[config.mk]
export PLATFORM = sky130hd
export DESIGN_NAME = pipeline_hazard_ctrl
export DESIGN_NICKNAME = d
export VERILOG_FILES = /design/src/rtl/pipeline_hazard_ctrl.sv
export SDC_FILE = /design/constraint.sdc
export NUM_CORES = 1
export LEC_CHECK = 0
export ABC_AREA = 0
export CORE_UTILIZATION = 46
export DETAILED_ROUTE_END_ITERATION = 16
export PLACE_DENSITY = 0.76
export REMOVE_ABC_BUFFERS = 1
export SYNTH_ARGS = -nofsm -noshare
export SYNTH_HDL_FRONTEND = slang
export SYNTH_SLANG_ARGS = --single-unit
[constraint.sdc]
create_clock -name clk -period 3.8 [get_ports clk]
set_input_delay 0.95 -clock clk [delete_from_list [all_inputs] [get_ports clk]]
set_output_delay 0.95 -clock clk [all_outputs]
set_load 0.01 [all_outputs]
[src/rtl/pipeline_hazard_ctrl.sv]
// Hazard and sequencing controller for the 5-stage 16-bit RISC pipeline.
// Tracks EX/MEM/WB destinations to drive stalls, flushes, PC select and operand bypass.
module pipeline_hazard_ctrl #(
    parameter int RA_W  = 3,
    parameter int CNT_W = 16
) (
    input  logic             clk,
    input  logic             rst,
    input  logic             hold,
    input  logic             id_valid,
    input  logic [RA_W-1:0]  id_rs1,
    input  logic [RA_W-1:0]  id_rs2,
    input  logic             id_use_rs1,
    input  logic             id_use_rs2,
    input  logic [RA_W-1:0]  id_dest,
    input  logic             id_reg_write,
    input  logic             id_mem_read,
    input  logic             id_jump,
    input  logic             ex_redirect,
    output logic             pc_en,
    output logic             ifid_en,
    output logic             ifid_flush,
    output logic             idex_flush,
    output logic [1:0]       pc_sel,
    output logic [1:0]       fwd_a_sel,
    output logic [1:0]       fwd_b_sel,
    output logic             id_byp_a,
    output logic             id_byp_b,
    output logic [CNT_W-1:0] stall_cnt,
    output logic [CNT_W-1:0] flush_cnt
);

    typedef struct packed {
        logic            valid;
        logic [RA_W-1:0] dest;
        logic            reg_write;
        logic            mem_read;
    } shadow_t;

    localparam logic [CNT_W-1:0] CNT_MAX = {CNT_W{1'b1}};

    shadow_t         ex_q, ex_d, mem_q, wb_q;
    logic [RA_W-1:0] ex_rs1_q, ex_rs1_d, ex_rs2_q, ex_rs2_d;
    logic            ex_use_rs1_q, ex_use_rs1_d, ex_use_rs2_q, ex_use_rs2_d;
    logic [CNT_W-1:0] stall_cnt_q, flush_cnt_q;
    logic            load_use_s, stall_evt_s, flush_evt_s;

    assign load_use_s = ex_q.valid & ex_q.mem_read & ex_q.reg_write & id_valid &
                        ((id_use_rs1 & (id_rs1 == ex_q.dest)) |
                         (id_use_rs2 & (id_rs2 == ex_q.dest)));

    // Pipeline sequencing: redirect beats load-use stall, which beats a jump in ID.
    always_comb begin
        pc_en       = 1'b0;
        ifid_en     = 1'b0;
        ifid_flush  = 1'b0;
        idex_flush  = 1'b0;
        pc_sel      = 2'b00;
        stall_evt_s = 1'b0;
        flush_evt_s = 1'b0;
        if (rst) begin
            ifid_flush = 1'b1;
            idex_flush = 1'b1;
        end else if (hold) begin
            pc_en = 1'b0;
        end else if (ex_redirect) begin
            pc_sel      = 2'b10;
            ifid_flush  = 1'b1;
            idex_flush  = 1'b1;
            pc_en       = 1'b1;
            ifid_en     = 1'b1;
            flush_evt_s = 1'b1;
        end else if (load_use_s) begin
            idex_flush  = 1'b1;
            stall_evt_s = 1'b1;
        end else if (id_jump && id_valid) begin
            pc_sel      = 2'b01;
            ifid_flush  = 1'b1;
            pc_en       = 1'b1;
            ifid_en     = 1'b1;
            flush_evt_s = 1'b1;
        end else begin
            pc_en   = 1'b1;
            ifid_en = 1'b1;
        end
    end

    // Next EX shadow: either a bubble or the instruction currently in ID.
    always_comb begin
        ex_d         = '0;
        ex_rs1_d     = '0;
        ex_rs2_d     = '0;
        ex_use_rs1_d = 1'b0;
        ex_use_rs2_d = 1'b0;
        if (idex_flush) begin
            ex_d.valid = 1'b0;
        end else begin
            ex_d.valid     = id_valid;
            ex_d.dest      = id_dest;
            ex_d.reg_write = id_reg_write;
            ex_d.mem_read  = id_mem_read;
            ex_rs1_d       = id_rs1;
            ex_rs2_d       = id_rs2;
            ex_use_rs1_d   = id_use_rs1;
            ex_use_rs2_d   = id_use_rs2;
        end
    end

    // Shadow stage registers advance together unless the pipeline is frozen.
    always_ff @(posedge clk or posedge rst) begin
        if (rst) begin
            ex_q         <= '0;
            mem_q        <= '0;
            wb_q         <= '0;
            ex_rs1_q     <= '0;
            ex_rs2_q     <= '0;
            ex_use_rs1_q <= 1'b0;
            ex_use_rs2_q <= 1'b0;
        end else if (!hold) begin
            ex_q         <= ex_d;
            mem_q        <= ex_q;
            wb_q         <= mem_q;
            ex_rs1_q     <= ex_rs1_d;
            ex_rs2_q     <= ex_rs2_d;
            ex_use_rs1_q <= ex_use_rs1_d;
            ex_use_rs2_q <= ex_use_rs2_d;
        end
    end

    // Saturating performance counters.
    always_ff @(posedge clk or posedge rst) begin
        if (rst) begin
            stall_cnt_q <= '0;
            flush_cnt_q <= '0;
        end else begin
            if (stall_evt_s && (stall_cnt_q != CNT_MAX)) begin
                stall_cnt_q <= stall_cnt_q + {{(CNT_W-1){1'b0}}, 1'b1};
            end
            if (flush_evt_s && (flush_cnt_q != CNT_MAX)) begin
                flush_cnt_q <= flush_cnt_q + {{(CNT_W-1){1'b0}}, 1'b1};
            end
        end
    end

    // A load sitting in MEM has no data yet, so only non-load results forward from EX/MEM.
    always_comb begin
        fwd_a_sel = 2'b00;
        fwd_b_sel = 2'b00;
        id_byp_a  = 1'b0;
        id_byp_b  = 1'b0;
        if (rst) begin
            fwd_a_sel = 2'b00;
        end else begin
            if (mem_q.valid && mem_q.reg_write && !mem_q.mem_read &&
                (mem_q.dest == ex_rs1_q) && ex_use_rs1_q) begin
                fwd_a_sel = 2'b10;
            end else if (wb_q.valid && wb_q.reg_write &&
                         (wb_q.dest == ex_rs1_q) && ex_use_rs1_q) begin
                fwd_a_sel = 2'b01;
            end else begin
                fwd_a_sel = 2'b00;
            end
            if (mem_q.valid && mem_q.reg_write && !mem_q.mem_read &&
                (mem_q.dest == ex_rs2_q) && ex_use_rs2_q) begin
                fwd_b_sel = 2'b10;
            end else if (wb_q.valid && wb_q.reg_write &&
                         (wb_q.dest == ex_rs2_q) && ex_use_rs2_q) begin
                fwd_b_sel = 2'b01;
            end else begin
                fwd_b_sel = 2'b00;
            end
            id_byp_a = wb_q.valid & wb_q.reg_write & id_valid & id_use_rs1 & (wb_q.dest == id_rs1);
            id_byp_b = wb_q.valid & wb_q.reg_write & id_valid & id_use_rs2 & (wb_q.dest == id_rs2);
        end
    end

    assign stall_cnt = stall_cnt_q;
    assign flush_cnt = flush_cnt_q;

endmodule

==> results.tsv, run 1 <==
metric	value	unit
status	complete, no violations	
CP Class	in2out	
Slew HR	0.729	
die area	6650	sq um
TritonCTS Buffers	9	
Clk pin slew, worst setup/hold paths	60	ps
cts hold-fix bufs	0	
Port Buffer Count	62	
Tcrit/Tclk final	0.973	
Data required, critical path	2850	ps
Fillers	515	
initial antenna violation count	0	
worst reg2reg startpoint	flush_cnt[0]	
crit-path max cell delay	550	ps
Synth Area per Inst	11.4	sq um
share of cells above drive strength 1	0.175	
Final Hold Slack	487	ps
H-tree depth	3	
Clock Latency Late Sink	330	ps
capturing element type of the critical path	output pin	
hpwl dp	4.75	mm
GRT overflow	0	
Final min period	3700	ps
Final setup viols	0	
Area Overhead vs Synth	32.4	%
Synth area leader	dfrtp_1	
Core Util, Final	0.640	
register bit total from synthesis	57	
LEAKAGE	1.79	nW
Yosys top cell area share	0.490	
first-pass GRT wire length	10.4	mm
Synth Instances	255	
ys async rst share	1.00	
Die Wd	81.6	um
clock sinks	57	
area occupied by multi-input gates	1400	sq um
Critical Path AT	2750	ps
power per cell area	364	nW/um^2
R2R cell count	7	
Nets	356	
max_cap viols	0	
most common cell in the netlist	dfrtp_1	
Hold Path Sink	stall_cnt[8]	
r2r setup slk	1740	ps
Warnings, synthesis	0	
Seq/Total Area, Yosys	0.490	
vias per cell	5.36	
dpl ws	18.3	ps
Setup Buffers After CTS	0	
CORE AREA	6030	sq um
crit path cell chain	clkdlybuf4s50_1 > xnor2_1 > and4_4 > o21ai_4 > buf_4 > o21a_1 > clkdlybuf4s50_1	
DR DRC count	0	
Worst Path Max Fanout	4	
Iter 0 DRT Violations	101	
routed length per instance	15.3	um
Max Transition Viols Final	0	
setup ws final	102	ps
Initial DRT Pass Iterations	4	
WHS Path Cells	1	
vias	2208	
DRT Wirelength	6.31	mm
Synth area leaders	dfrtp_1 (49%), xnor2_1 (7.5%), xor2_1 (7.5%)	
RSZ-0062 raised after global routing	no	
Crit-path slowest cell	clkdlybuf4s50_1	
routability cong.	0.807	
clk_skew	2.80	ps
CTS tree	built	
Hold Fails Final Rpt	0	
Max IR drop VDD	0.257	mV
worst slew pin tran	406	ps
mapped cell area	2910	sq um
startpoint types	input pin	
Row Count	28	
Max Clk Rate	270	MHz
min-delay src	stall_cnt[8]	
pin count of the biggest net entering global routing	33	
Main synth FF type	dfrtp_1	
Routed Antenna Nets	0	
Ant. Diodes	0	
reg-to-reg endpoint	flush_cnt[1]	
gr usage total	0.217	
Synth cell types	41	
Root Driver	clkbuf_8	
Clock Path Buffers	2	
I/O pin cnt	63	
Die Ht	81.6	um
Post-synth top cells	dfrtp_1 (57), xnor2_1 (25), xor2_1 (25)	
vias in the first global route	2127	
Register Area	1430	sq um
Total Power Consumption	1.40	mW
EDFF count, synth	0	
Starting Density	0.483	
min-delay worst type	reg2reg	
most used cell along the critical path	clkdlybuf4s50_1	
==> report_power, final <==
part           switching, mW  internal, mW
Clock                  0.215         0.242
Sequential            0.0585         0.653
Combinational         0.0973         0.138
Total                  0.371          1.03
==> layer usage <==
layer,part of all wire,vias up,track usage
li1,-,1060,-
met1,0.46,1078,0.284
met2,0.47,58,0.331
met3,0.042,12,0.0433
met4,0.022,0,0.130
met5,0,-,0
==> through the flow <==
stage / TNS [ps] / cell area, sq um / cells
floorplan: -108 / 2850 / 244
global placement: 0 / 3700 / 399
detailed placement: 0 / 3700 / 399
CTS: 0 / 3850 / 412
global route: 0 / 3850 / 412
finish: 0 / 3850 / 412
==> worst max-delay path by stage <==
| stage | slack, ps | depth (start not counted) | start | endpoint |
|---|---|---|---|---|
| 2_1_floorplan | -50 | 4 | rst | fwd_a_sel[0] |
| 5_1_grt | 7 | 7 | id_rs1[0] | ifid_en |
| 4_1_cts | 20 | 7 | id_rs1[2] | idex_flush |
| 3_3_place_gp | 80 | 7 | id_rs1[1] | pc_sel[0] |
| 6_report | 100 | 7 | id_rs1[1] | ifid_en |
| 3_5_place_dp | 20 | 7 | id_rs1[2] | idex_flush |
==> sequential cells by signal, indices dropped and copies added (netlist names) <==
| register | flops |
|---|---|
| ex_use_rs1_q | 1 |
| mem_q | 6 |
| ex_use_rs2_q | 1 |
| flush_cnt | 16 |
| ex_rs2_q | 3 |
| stall_cnt | 16 |
| wb_q | 5 |
| ex_q | 6 |
| ex_rs1_q | 3 |
==> layout make-up <==
class / instances / share of cell area
Inverter: 7 / 0.00682
Clock buffer: 12 / 0.0377
Sequential cell: 57 / 0.370
Clock inverter: 1 / 0.00130
Tap cell: 75 / 0.0243
Timing Repair Buffer: 80 / 0.198
Multi-Input combinational cell: 180 / 0.362
==> layout by cell type (no fill, tap or decap), types with 2 or more instances in the layout <==
cell	netlist	final
xor2_1	25	25
ha_1	2	2
xnor2_1	25	25
mux2_1	2	2
nor3_1	7	7
and4_4	2	2
clkbuf_1	4	2
nor3_2	3	3
nand4_1	9	9
nor2_1	15	15
buf_4	1	18
and2_1	2	3
dfrtp_1	57	57
nor4_1	5	5
a22o_1	14	14
nand2_1	10	10
nand4_2	2	2
dlymetal6s2s_1	0	3
clkbuf_8	0	10
inv_1	7	6
nor2b_1	3	3
clkdlybuf4s50_1	0	59
and3_1	7	7
nand3_1	13	13
nor4_2	3	3
mux2_2	14	14
a21oi_1	2	2
o21ai_0	2	2
==> worst max-delay path, delay by kind of cell <==
| family | cells | cell delay (ps) |
|---|---|---|
| compound gates | 2 | 330 |
| xor+xnor | 1 | 130 |
| buf+inv | 3 | 1130 |
| simple gates | 1 | 200 |
==> kinds of logic after synthesis <==
| family | after synthesis | synth area share |
|---|---|---|
| adders and majority gates | 2 | 0.00859 |
| xor gates and xnor gates | 50 | 0.150 |
| DFF | 57 | 0.490 |
| muxes | 16 | 0.0619 |
| and+or+nand+nor | 88 | 0.187 |
| buffers and inverters | 18 | 0.0309 |
| AOI/OAI and AO/OA | 24 | 0.0713 |
==> timing repair <==
item	in CTS	in global routing
resized for setup	0	4
endpoints found under the hold margin	0	0
endpoints found under the setup margin	0	3
(Power assumes the default switching activity.)
==> inputs of run 2 (changes only) <==
- GPL_ROUTABILITY_DRIVEN: not set -> 0
==> results of run 2 <==
Final layout, timing and power as in run 1 (identical DEF).
==> inputs of run 3 (changes only) <==
- CORE_MARGIN: not set -> 8
- GPL_ROUTABILITY_DRIVEN: 0 -> not set
==> run 3 against run 2 <==
Effect of this change: wire length grew 5.1%; sequential share of layout area shrank 0.57 points; largest cell class unchanged; combinational power is essentially flat; flip-flop and latch count is the same; critical path type unchanged; clock-buffer cell count grew 2; via count grew 1.9%; final cell count grew 1.2%; critical path depth is the same; clock skew grew 3.4 ps.
==> results.tsv, run 3 (same netlist as run 1, synthesis figures left out) <==
metric	value	unit
Worst Path Max Fanout	4	
die area	9130	sq um
Flop pwr share	0.464	
launch point of the critical path	id_rs2[0]	
Ant. Diodes	0	
startpoint types	input pin	
RSZ-0062 raised after global routing	no	
DP Cell Count	400	
Root Driver	clkbuf_8	
clock network fraction of total power	0.381	
max_cap viols	0	
Clock Path Buffers	2	
Critical Path AT	2800	ps
pin count of the biggest net entering global routing	34	
clock sinks	57	
Starting Density	0.467	
capturing element type of the critical path	output pin	
Clk pin slew, worst setup/hold paths	60	ps
Data required, critical path	2850	ps
Logic pwr share	0.155	
CTS tree	built	
clk_skew	6.22	ps
vias	2249	
Max Clk Rate	266	MHz
Port Buffer Count	62	
Fillers	515	
min-delay worst type	reg2reg	
GRT overflow	0	
Hold Fails Final Rpt	0	
placed inst area	3690	sq um
met2 track demand over resource	0.248	
routed length per instance	15.9	um
Max IR drop VDD	0.231	mV
min-delay src	flush_cnt[15]	
share of cells above drive strength 1	0.182	
DRT Wirelength	6.63	mm
most common cell after layout, fill and taps aside	clkdlybuf4s50_1	
switching part of the total	0.254	
Final setup viols	0	
Finished Layout Cells	417	
CORE AREA	6240	sq um
Final Cell Area	3920	sq um
Internal	1.15	mW
gr usage total	0.157	
Die Wd	95.6	um
cts hold-fix bufs	0	
met1 GRT Util	0.201	
first-pass GRT wire length	11.3	mm
Row Count	29	
worst slew pin tran	692	ps
CP Class	in2out	
status	complete, no violations	
Max Transition Viols Final	0	
Area Overhead vs Synth	34.5	%
vias in the first global route	2308	
Nets	356	
Die Ht	95.6	um
most frequent cells in the layout	clkdlybuf4s50_1 (59), dfrtp_1 (57), xnor2_1 (25), xor2_1 (25), buf_4 (18)	
Final min period	3750	ps
Iter 0 DRT Violations	52	
worst reg2reg startpoint	ex_q[4]	
Routed Antenna Nets	0	
LEAKAGE	1.82	nW
hpwl dp	4.93	mm
sw power	390	uW
H-tree depth	3	
initial antenna violation count	0	
vias per cell	5.39	
DR DRC count	0	
Core Util, Final	0.627	
Tcrit/Tclk final	0.988	
Clock Latency Late Sink	330	ps
Slew HR	0.539	
routability cong.	0.760	
GR Util met3	0.0291	
I/O pin cnt	63	
GRT busiest layer	met2	
power per cell area	393	nW/um^2
Initial DRT Pass Iterations	4	
TritonCTS Buffers	9	
## run 3: cell types whose count changed in the layout (fill, tap and decap cells not counted), sizes merged
cell    change
bufinv      +1
clkbuf      +2
## run 3: cell type report
type	instances	area (sq um)	area share
clock buffers	14	173	0.0441
clock inverters	2	35.0	0.00895
inverters	7	26.3	0.00671
multi-input cells	180	1400	0.356
flip-flops and latches	57	1430	0.364
well taps	77	96.3	0.0246
repair buffers	80	763	0.195
## run 3: routing by layer
layer | wire length, um | part of all wire
met2 | 3170 | 0.48
met1 | 3060 | 0.46
met5 | 0 | 0
met3 | 266 | 0.040
met4 | 134 | 0.020
## run 3: path summary, 6_finish.rpt
kind | end | slack (ps) | depth (start not counted)
setup / recovery | ifid_en | 50 | 7
hold / removal | flush_cnt[15] | 500 | 1
setup reg to reg | flush_cnt[7] | 1570 | 8
hold reg to reg | flush_cnt[15] | 500 | 1
max in group asynchronous | stall_cnt[13] | 2180 | 4
min in group asynchronous | ex_q[5] | 1270 | 4
## run 3: power by group through the flow
stage / combinational (mW) / sequential [mW] / clock [mW]
2_1_floorplan: 0.104 / 0.724 / 0
3_5_place_dp: 0.244 / 0.725 / 0
6_report: 0.239 / 0.713 / 0.585
3_3_place_gp: 0.237 / 0.719 / 0
5_1_grt: 0.264 / 0.723 / 0.622
4_1_cts: 0.245 / 0.714 / 0.601
## run 3: repair_timing
item / 4_1_cts / 5_1_grt
setup buffers: 0 / 1
endpoints found under the setup margin: 0 / 3
gates resized for setup: 0 / 4
## run 3: critical path: stages
cell and delay [ps]:
clkdlybuf4s50_1 450, xnor2_1 140, and4_4 190, o21ai_4 200
buf_4 150, o21a_1 160, clkdlybuf4s50_1 560
## run 3: through the flow
step	setup slack (ps)	hold slack (ps)	total power [mW]	setup TNS (ps)
after global placement	51.9	482	0.956	0
after global routing	2.02	508	1.61	0
final	45.8	497	1.54	0
after detailed placement	12.6	489	0.969	0
after CTS	6.70	498	1.56	0
after floorplan	-54.2	470	0.827	-108
